<file path="src/rtl/mem_port_arbiter_pkg.sv">
// Shared state encoding and parameter defaults for the IF/MEM memory port arbiter.
package mem_port_arbiter_pkg;

  typedef enum logic [1:0] {
    ST_IDLE   = 2'd0,
    ST_D_BUSY = 2'd1,
    ST_I_BUSY = 2'd2
  } arb_state_e;

  localparam logic [31:0] ERR_WORD_DEF    = 32'hDEADBEEF;
  localparam int          TIMEOUT_CYC_DEF = 1023;

endpackage

</file>
<file path="src/rtl/mem_watchdog.sv">
// Busy-cycle watchdog: counts cycles while en_i, restarts on clr_i, expires when the count reaches TIMEOUT_CYC.
// Latency: expire_o is combinational on the cycle whose increment hits the limit; no backpressure.
module mem_watchdog
  import mem_port_arbiter_pkg::*;
#(
  parameter int TIMEOUT_CYC = TIMEOUT_CYC_DEF
) (
  input  logic clk_i,
  input  logic rst_i,
  input  logic clr_i,
  input  logic en_i,
  output logic expire_o
);

  localparam int                CNT_W = $clog2(TIMEOUT_CYC + 1);
  localparam logic [CNT_W-1:0]  LIMIT = CNT_W'(TIMEOUT_CYC);

  logic [CNT_W-1:0] cnt_q, cnt_d;

  // Saturates at LIMIT so the counter never wraps back into a false quiet period.
  always_comb begin
    cnt_d = cnt_q;
    if (clr_i) begin
      cnt_d = '0;
    end else if (en_i && (cnt_q != LIMIT)) begin
      cnt_d = cnt_q + 1'b1;
    end
  end

  assign expire_o = en_i && !clr_i && (cnt_d == LIMIT);

  always_ff @(posedge clk_i or posedge rst_i) begin
    if (rst_i) begin
      cnt_q <= '0;
    end else begin
      cnt_q <= cnt_d;
    end
  end

endmodule

</file>
<file path="src/rtl/mem_port_arbiter.sv">
// Serialises IF fetches and MEM data accesses onto one req/ack memory; data wins ties.
// Latency: stall lasts k+1 cycles for an ack at BUSY cycle k; requesters are held off via i_stall_o/d_stall_o.
module mem_port_arbiter
  import mem_port_arbiter_pkg::*;
#(
  parameter int                ADDR_W      = 32,
  parameter int                DATA_W      = 32,
  parameter int                TIMEOUT_CYC = TIMEOUT_CYC_DEF,
  parameter logic [DATA_W-1:0] ERR_WORD    = DATA_W'(ERR_WORD_DEF)
) (
  input  logic              clk_i,
  input  logic              rst_i,
  input  logic              i_req_i,
  input  logic [ADDR_W-1:0] i_addr_i,
  output logic [DATA_W-1:0] i_rdata_o,
  output logic              i_stall_o,
  input  logic              d_req_i,
  input  logic              d_we_i,
  input  logic [ADDR_W-1:0] d_addr_i,
  input  logic [DATA_W-1:0] d_wdata_i,
  output logic [DATA_W-1:0] d_rdata_o,
  output logic              d_stall_o,
  input  logic              pipe_stall_i,
  output logic              mem_req_o,
  output logic              mem_we_o,
  output logic [ADDR_W-1:0] mem_addr_o,
  output logic [DATA_W-1:0] mem_wdata_o,
  input  logic [DATA_W-1:0] mem_rdata_i,
  input  logic              mem_ack_i,
  output logic              err_o
);

  arb_state_e        state_q, state_d;
  logic              mem_req_q, mem_req_d;
  logic              mem_we_q, mem_we_d;
  logic [ADDR_W-1:0] mem_addr_q, mem_addr_d;
  logic [DATA_W-1:0] mem_wdata_q, mem_wdata_d;
  logic [DATA_W-1:0] i_buf_q, i_buf_d;
  logic [DATA_W-1:0] d_buf_q, d_buf_d;
  logic              i_done_q, i_done_d;
  logic              d_done_q, d_done_d;
  logic              err_q, err_d;
  logic              adv;
  logic              wd_clr, wd_expire;
  logic [DATA_W-1:0] resp_word;

  assign i_stall_o = i_req_i & ~i_done_q;
  assign d_stall_o = d_req_i & ~d_done_q;
  assign adv       = ~(i_stall_o | d_stall_o | pipe_stall_i);
  assign resp_word = mem_ack_i ? mem_rdata_i : ERR_WORD;

  always_comb begin
    state_d     = state_q;
    mem_we_d    = mem_we_q;
    mem_addr_d  = mem_addr_q;
    mem_wdata_d = mem_wdata_q;
    i_buf_d     = i_buf_q;
    d_buf_d     = d_buf_q;
    i_done_d    = i_done_q;
    d_done_d    = d_done_q;
    err_d       = err_q;
    wd_clr      = 1'b0;

    // Done flags hold off reissue until the whole pipe advances.
    if (adv) begin
      i_done_d = 1'b0;
      d_done_d = 1'b0;
    end

    case (state_q)
      ST_IDLE: begin
        if (d_stall_o) begin
          mem_addr_d  = d_addr_i;
          mem_we_d    = d_we_i;
          mem_wdata_d = d_wdata_i;
          state_d     = ST_D_BUSY;
          wd_clr      = 1'b1;
        end else if (i_stall_o) begin
          mem_addr_d = i_addr_i;
          mem_we_d   = 1'b0;
          state_d    = ST_I_BUSY;
          wd_clr     = 1'b1;
        end
      end
      ST_D_BUSY, ST_I_BUSY: begin
        // An ack on the expiry cycle still delivers real data.
        if (mem_ack_i || wd_expire) begin
          if (state_q == ST_D_BUSY) begin
            d_done_d = 1'b1;
            if (!mem_we_q) d_buf_d = resp_word;
          end else begin
            i_done_d = 1'b1;
            i_buf_d  = resp_word;
          end
          if (!mem_ack_i) err_d = 1'b1;
          state_d = ST_IDLE;
        end
      end
      default: state_d = ST_IDLE;
    endcase

    mem_req_d = (state_d != ST_IDLE);
  end

  mem_watchdog #(.TIMEOUT_CYC(TIMEOUT_CYC)) u_watchdog (
    .clk_i    (clk_i),
    .rst_i    (rst_i),
    .clr_i    (wd_clr),
    .en_i     (state_q != ST_IDLE),
    .expire_o (wd_expire)
  );

  always_ff @(posedge clk_i or posedge rst_i) begin
    if (rst_i) begin
      state_q     <= ST_IDLE;
      mem_req_q   <= 1'b0;
      mem_we_q    <= 1'b0;
      mem_addr_q  <= '0;
      mem_wdata_q <= '0;
      i_buf_q     <= '0;
      d_buf_q     <= '0;
      i_done_q    <= 1'b0;
      d_done_q    <= 1'b0;
      err_q       <= 1'b0;
    end else begin
      state_q     <= state_d;
      mem_req_q   <= mem_req_d;
      mem_we_q    <= mem_we_d;
      mem_addr_q  <= mem_addr_d;
      mem_wdata_q <= mem_wdata_d;
      i_buf_q     <= i_buf_d;
      d_buf_q     <= d_buf_d;
      i_done_q    <= i_done_d;
      d_done_q    <= d_done_d;
      err_q       <= err_d;
    end
  end

  assign mem_req_o   = mem_req_q;
  assign mem_we_o    = mem_we_q;
  assign mem_addr_o  = mem_addr_q;
  assign mem_wdata_o = mem_wdata_q;
  assign i_rdata_o   = i_buf_q;
  assign d_rdata_o   = d_buf_q;
  assign err_o       = err_q;

endmodule
</file>
<file path="config.mk">
export PLATFORM = sky130hd
export DESIGN_NAME = mem_port_arbiter
export DESIGN_NICKNAME = d
export VERILOG_FILES = /design/src/rtl/mem_port_arbiter_pkg.sv /design/src/rtl/mem_watchdog.sv /design/src/rtl/mem_port_arbiter.sv
export SDC_FILE = /design/constraint.sdc
export NUM_CORES = 1
export LEC_CHECK = 0
export CORE_ASPECT_RATIO = 0.8
export CORE_MARGIN = 2
export CORE_UTILIZATION = 39
export DETAILED_ROUTE_END_ITERATION = 8
export PLACE_DENSITY = 0.76
export SETUP_SLACK_MARGIN = 0.5
export SLEW_MARGIN = 20
export SYNTH_ARGS = -nofsm -noshare
export SYNTH_HDL_FRONTEND = slang
export SYNTH_SLANG_ARGS = --single-unit
</file>
<file path="constraint.sdc">
create_clock -name clk_i -period 5.2 [get_ports clk_i]
set_input_delay 1.3 -clock clk_i [delete_from_list [all_inputs] [get_ports clk_i]]
set_output_delay 1.3 -clock clk_i [all_outputs]
set_load 0.03 [all_outputs]
</file>
==> run metrics <==
outcome=finished, final reports clean; worst-skew pair later-pin latency=between 0.4 and 0.5 ns; # placed instances=1083; met1 wire length=8220 µm; sinks on the clock net=145; overall power of the completed layout=7.23 mW; WP data required=3.90 ns; pin slew with the least headroom to its limit=0.984 ns; final-layout worst hold slack=0.453 ns; final clock skew=~0.0084 ns; number of primary I/O pins=268; shortest clock period the worst path allows after layout=just over 4 ns; detailed placement HPWL=around 13000 µm; critical path fanouts, max=7; count of flip-flops with a built-in enable after synthesis=0; highest routed metal layer=met4; maximum clock frequency=approximately 240 MHz; post-synthesis sequential area ratio=0.549; critical path class=in2out; endpoint kind of the worst setup timing path=output pin; average wire per cell in the routed design=17.1 µm; most common cell in the synthesized netlist=dfrtp_1; count of warnings emitted by yosys=0; sort of element at the start of the critical path=input port; number of global-route vias before repair=between 5000 and 6000; unrepaired setup endpoints after global routing=no; number of library cell types mapped by synthesis=52; arrival time of data at the critical path endpoint=2.82 ns; DP Worst Slack=1.02 ns; wire length of the first global-routing pass=30200 µm; height of the die=120 µm; Via Count=5728; Post-synth ARST share=1.00; total non-filler cell area in the finished layout=10100 µm²; buffer count from post-CTS setup fixing=0; Avg Inst Size Synth=10.5 µm²; number of buffers created by CTS=17; Via density=5.14; slack of the critical path=1.08 ns; maximum number of pins on one net before global-route repair=86; share of layout cells above drive strength 1=0.105; number of gates resized after cts=0; classification of the worst-slack hold path=reg2reg; Multi-input gate area=2570 µm²; top cell type by total area after synthesis=dfrtp_1; total iterations of the first detailed-routing run=5; total overflow reported by the global router=0; initial antenna violation count=0; number of I/O port buffers=267; Area contributors post-synth=dfrtp_1 (55%), mux2_1 (5.4%), a21oi_2 (5.4%); area added between synthesis and finish=52.1%; root buf cell=clkbuf_16; cell area after placement=9450 µm²; nets=1023; FF+latch count, synth=145; placeable core area=16600 µm²; hold depth=1; leakage power total=4.20 nW; global placer's final weighted congestion=0.852; die area=18000 µm²; Seq. cell area=about 3600 µm²; final period utilization=0.793; met2 wire len=9290 µm; hold-fix buffer count after cts=0; filler cell count in the final layout=1401; overall routed net length=19100 µm; Synth Flop Type=dfrtp_1; number of hold violations in the final report=0; final setup violating endpoints=0; number of nets with antenna violations after detailed routing=0; count of antenna diodes in the layout=0; leading cell types by count after synthesis=dfrtp_1 (145), nand2_1 (74), inv_1 (55); maximum vdd drop=~0.0003 V; Slew Limit Headroom=0.343; synthesized area=6610 µm²; drt first-iter violations=333; die span in x=150 µm; number of slew-limit violations in the final report=0; number of non-filler instances in the completed layout=1114; CTS tree=done; Pwr Density=719 nW/µm²; H-tree depth=4; Mapped Cells=628; post-synthesis net count=769; met3 wirelength from detailed routing=approximately 1200 µm; maximum clock path buffer count=2; GRT Overall Usage=0.215; summed negative setup slack over all endpoints=0 ns; DRC violation count after routing=0; Starting Density=0.399; utilization after layout=0.608; reported max-cap violation count=0; clock-pin slew on the worst setup and hold paths=0.06 ns; Std-Cell Rows=between 40 and 50; cell depth of the worst flop-to-flop path=9; top-area cell type share of the netlist area=0.549
[worst paths after layout]
kind	startpoint	end	slack [ns]
worst min register to register	err_o$_DFFE_PP0P_	err_o$_DFFE_PP0P_	0.45
min in group asynchronous	rst_i	mem_wdata_o[28]$_DFFE_PP0P_	1.25
max in group asynchronous	rst_i	i_rdata_o[24]$_DFFE_PP0P_	3.09
worst min-delay path	err_o$_DFFE_PP0P_	err_o$_DFFE_PP0P_	0.45
worst max register to register	state_q[1]$_DFF_PP0_	d_rdata_o[2]$_DFFE_PP0P_	1.75
worst max-delay path	i_req_i	i_stall_o	1.08
[layer usage]
| layer | track usage | vias to the layer above |
|---|---|---|
| li1 | - | 2722 |
| met1 | 0.280 | 2774 |
| met2 | 0.353 | 202 |
| met3 | 0.0430 | 30 |
| met4 | 0.0833 | 0 |
| met5 | 0 | - |
[placed cells by master (no fill, tap or decap), types with 3 or more instances in the layout]
master | netlist | routed
a21oi_1 | 13 | 13
nand2b_1 | 3 | 3
o21ai_0 | 5 | 5
nand3_1 | 3 | 3
buf_4 | 2 | 11
and4b_1 | 3 | 3
ha_1 | 6 | 6
a22o_1 | 16 | 16
mux2_1 | 32 | 32
o22ai_1 | 48 | 48
bufinv_16 | 0 | 3
nor2b_1 | 5 | 3
nor2_1 | 37 | 37
nand4_1 | 3 | 3
clkbuf_16 | 0 | 17
and2_1 | 4 | 4
o21ai_1 | 4 | 4
inv_6 | 0 | 3
and3_1 | 7 | 7
nand2_1 | 74 | 74
clkinv_4 | 0 | 3
clkdlybuf4s50_1 | 0 | 266
clkinvlp_4 | 0 | 4
a21o_1 | 18 | 18
a31oi_1 | 34 | 34
dfrtp_1 | 145 | 145
a21oi_2 | 41 | 40
inv_1 | 55 | 54
[cell type report]
type,instances,area share
flip-flops and latches,145,0.361
clock buffers,17,0.0423
repair buffers,278,0.275
clock inverters,14,0.0180
multi-input cells,385,0.256
inverters,55,0.0209
well taps,220,0.0274
[registers in the layout (all words and copies together), names as in the netlist]
register / count
mem_wdata_o: 32
state_q: 2
i_done_q: 1
d_rdata_o: 32
i_rdata_o: 32
d_done_q: 1
mem_req_o: 1
err_o: 1
u_watchdog.cnt_q: 10
mem_we_o: 1
mem_addr_o: 32
[kinds of logic after synthesis]
| family | Yosys count | share of synthesized area |
|---|---|---|
| AOI/OAI and AO/OA | 196 | 0.215 |
| and+or+nand+nor | 149 | 0.103 |
| adders and majority gates | 6 | 0.0114 |
| muxes | 32 | 0.0545 |
| xor gates and xnor gates | 2 | 0.00265 |
| DFF | 145 | 0.549 |
| buffers and inverters | 98 | 0.0655 |
[report_power, final]
part	switching (mW)	internal, mW	leakage, nW	total, mW
combinational	2.28	1.66	2.17	3.94
sequential	0.351	1.66	1.74	2.01
clock	0.512	0.761	0.288	1.27
total	3.15	4.08	4.20	7.23
[critical path, cell delays in order]
cell and delay [ns]:
clkdlybuf4s50_1 0.50, nand2b_4 0.09, inv_1 0.19, clkdlybuf4s50_1 0.73
Power figures use the tool's default switching activity.
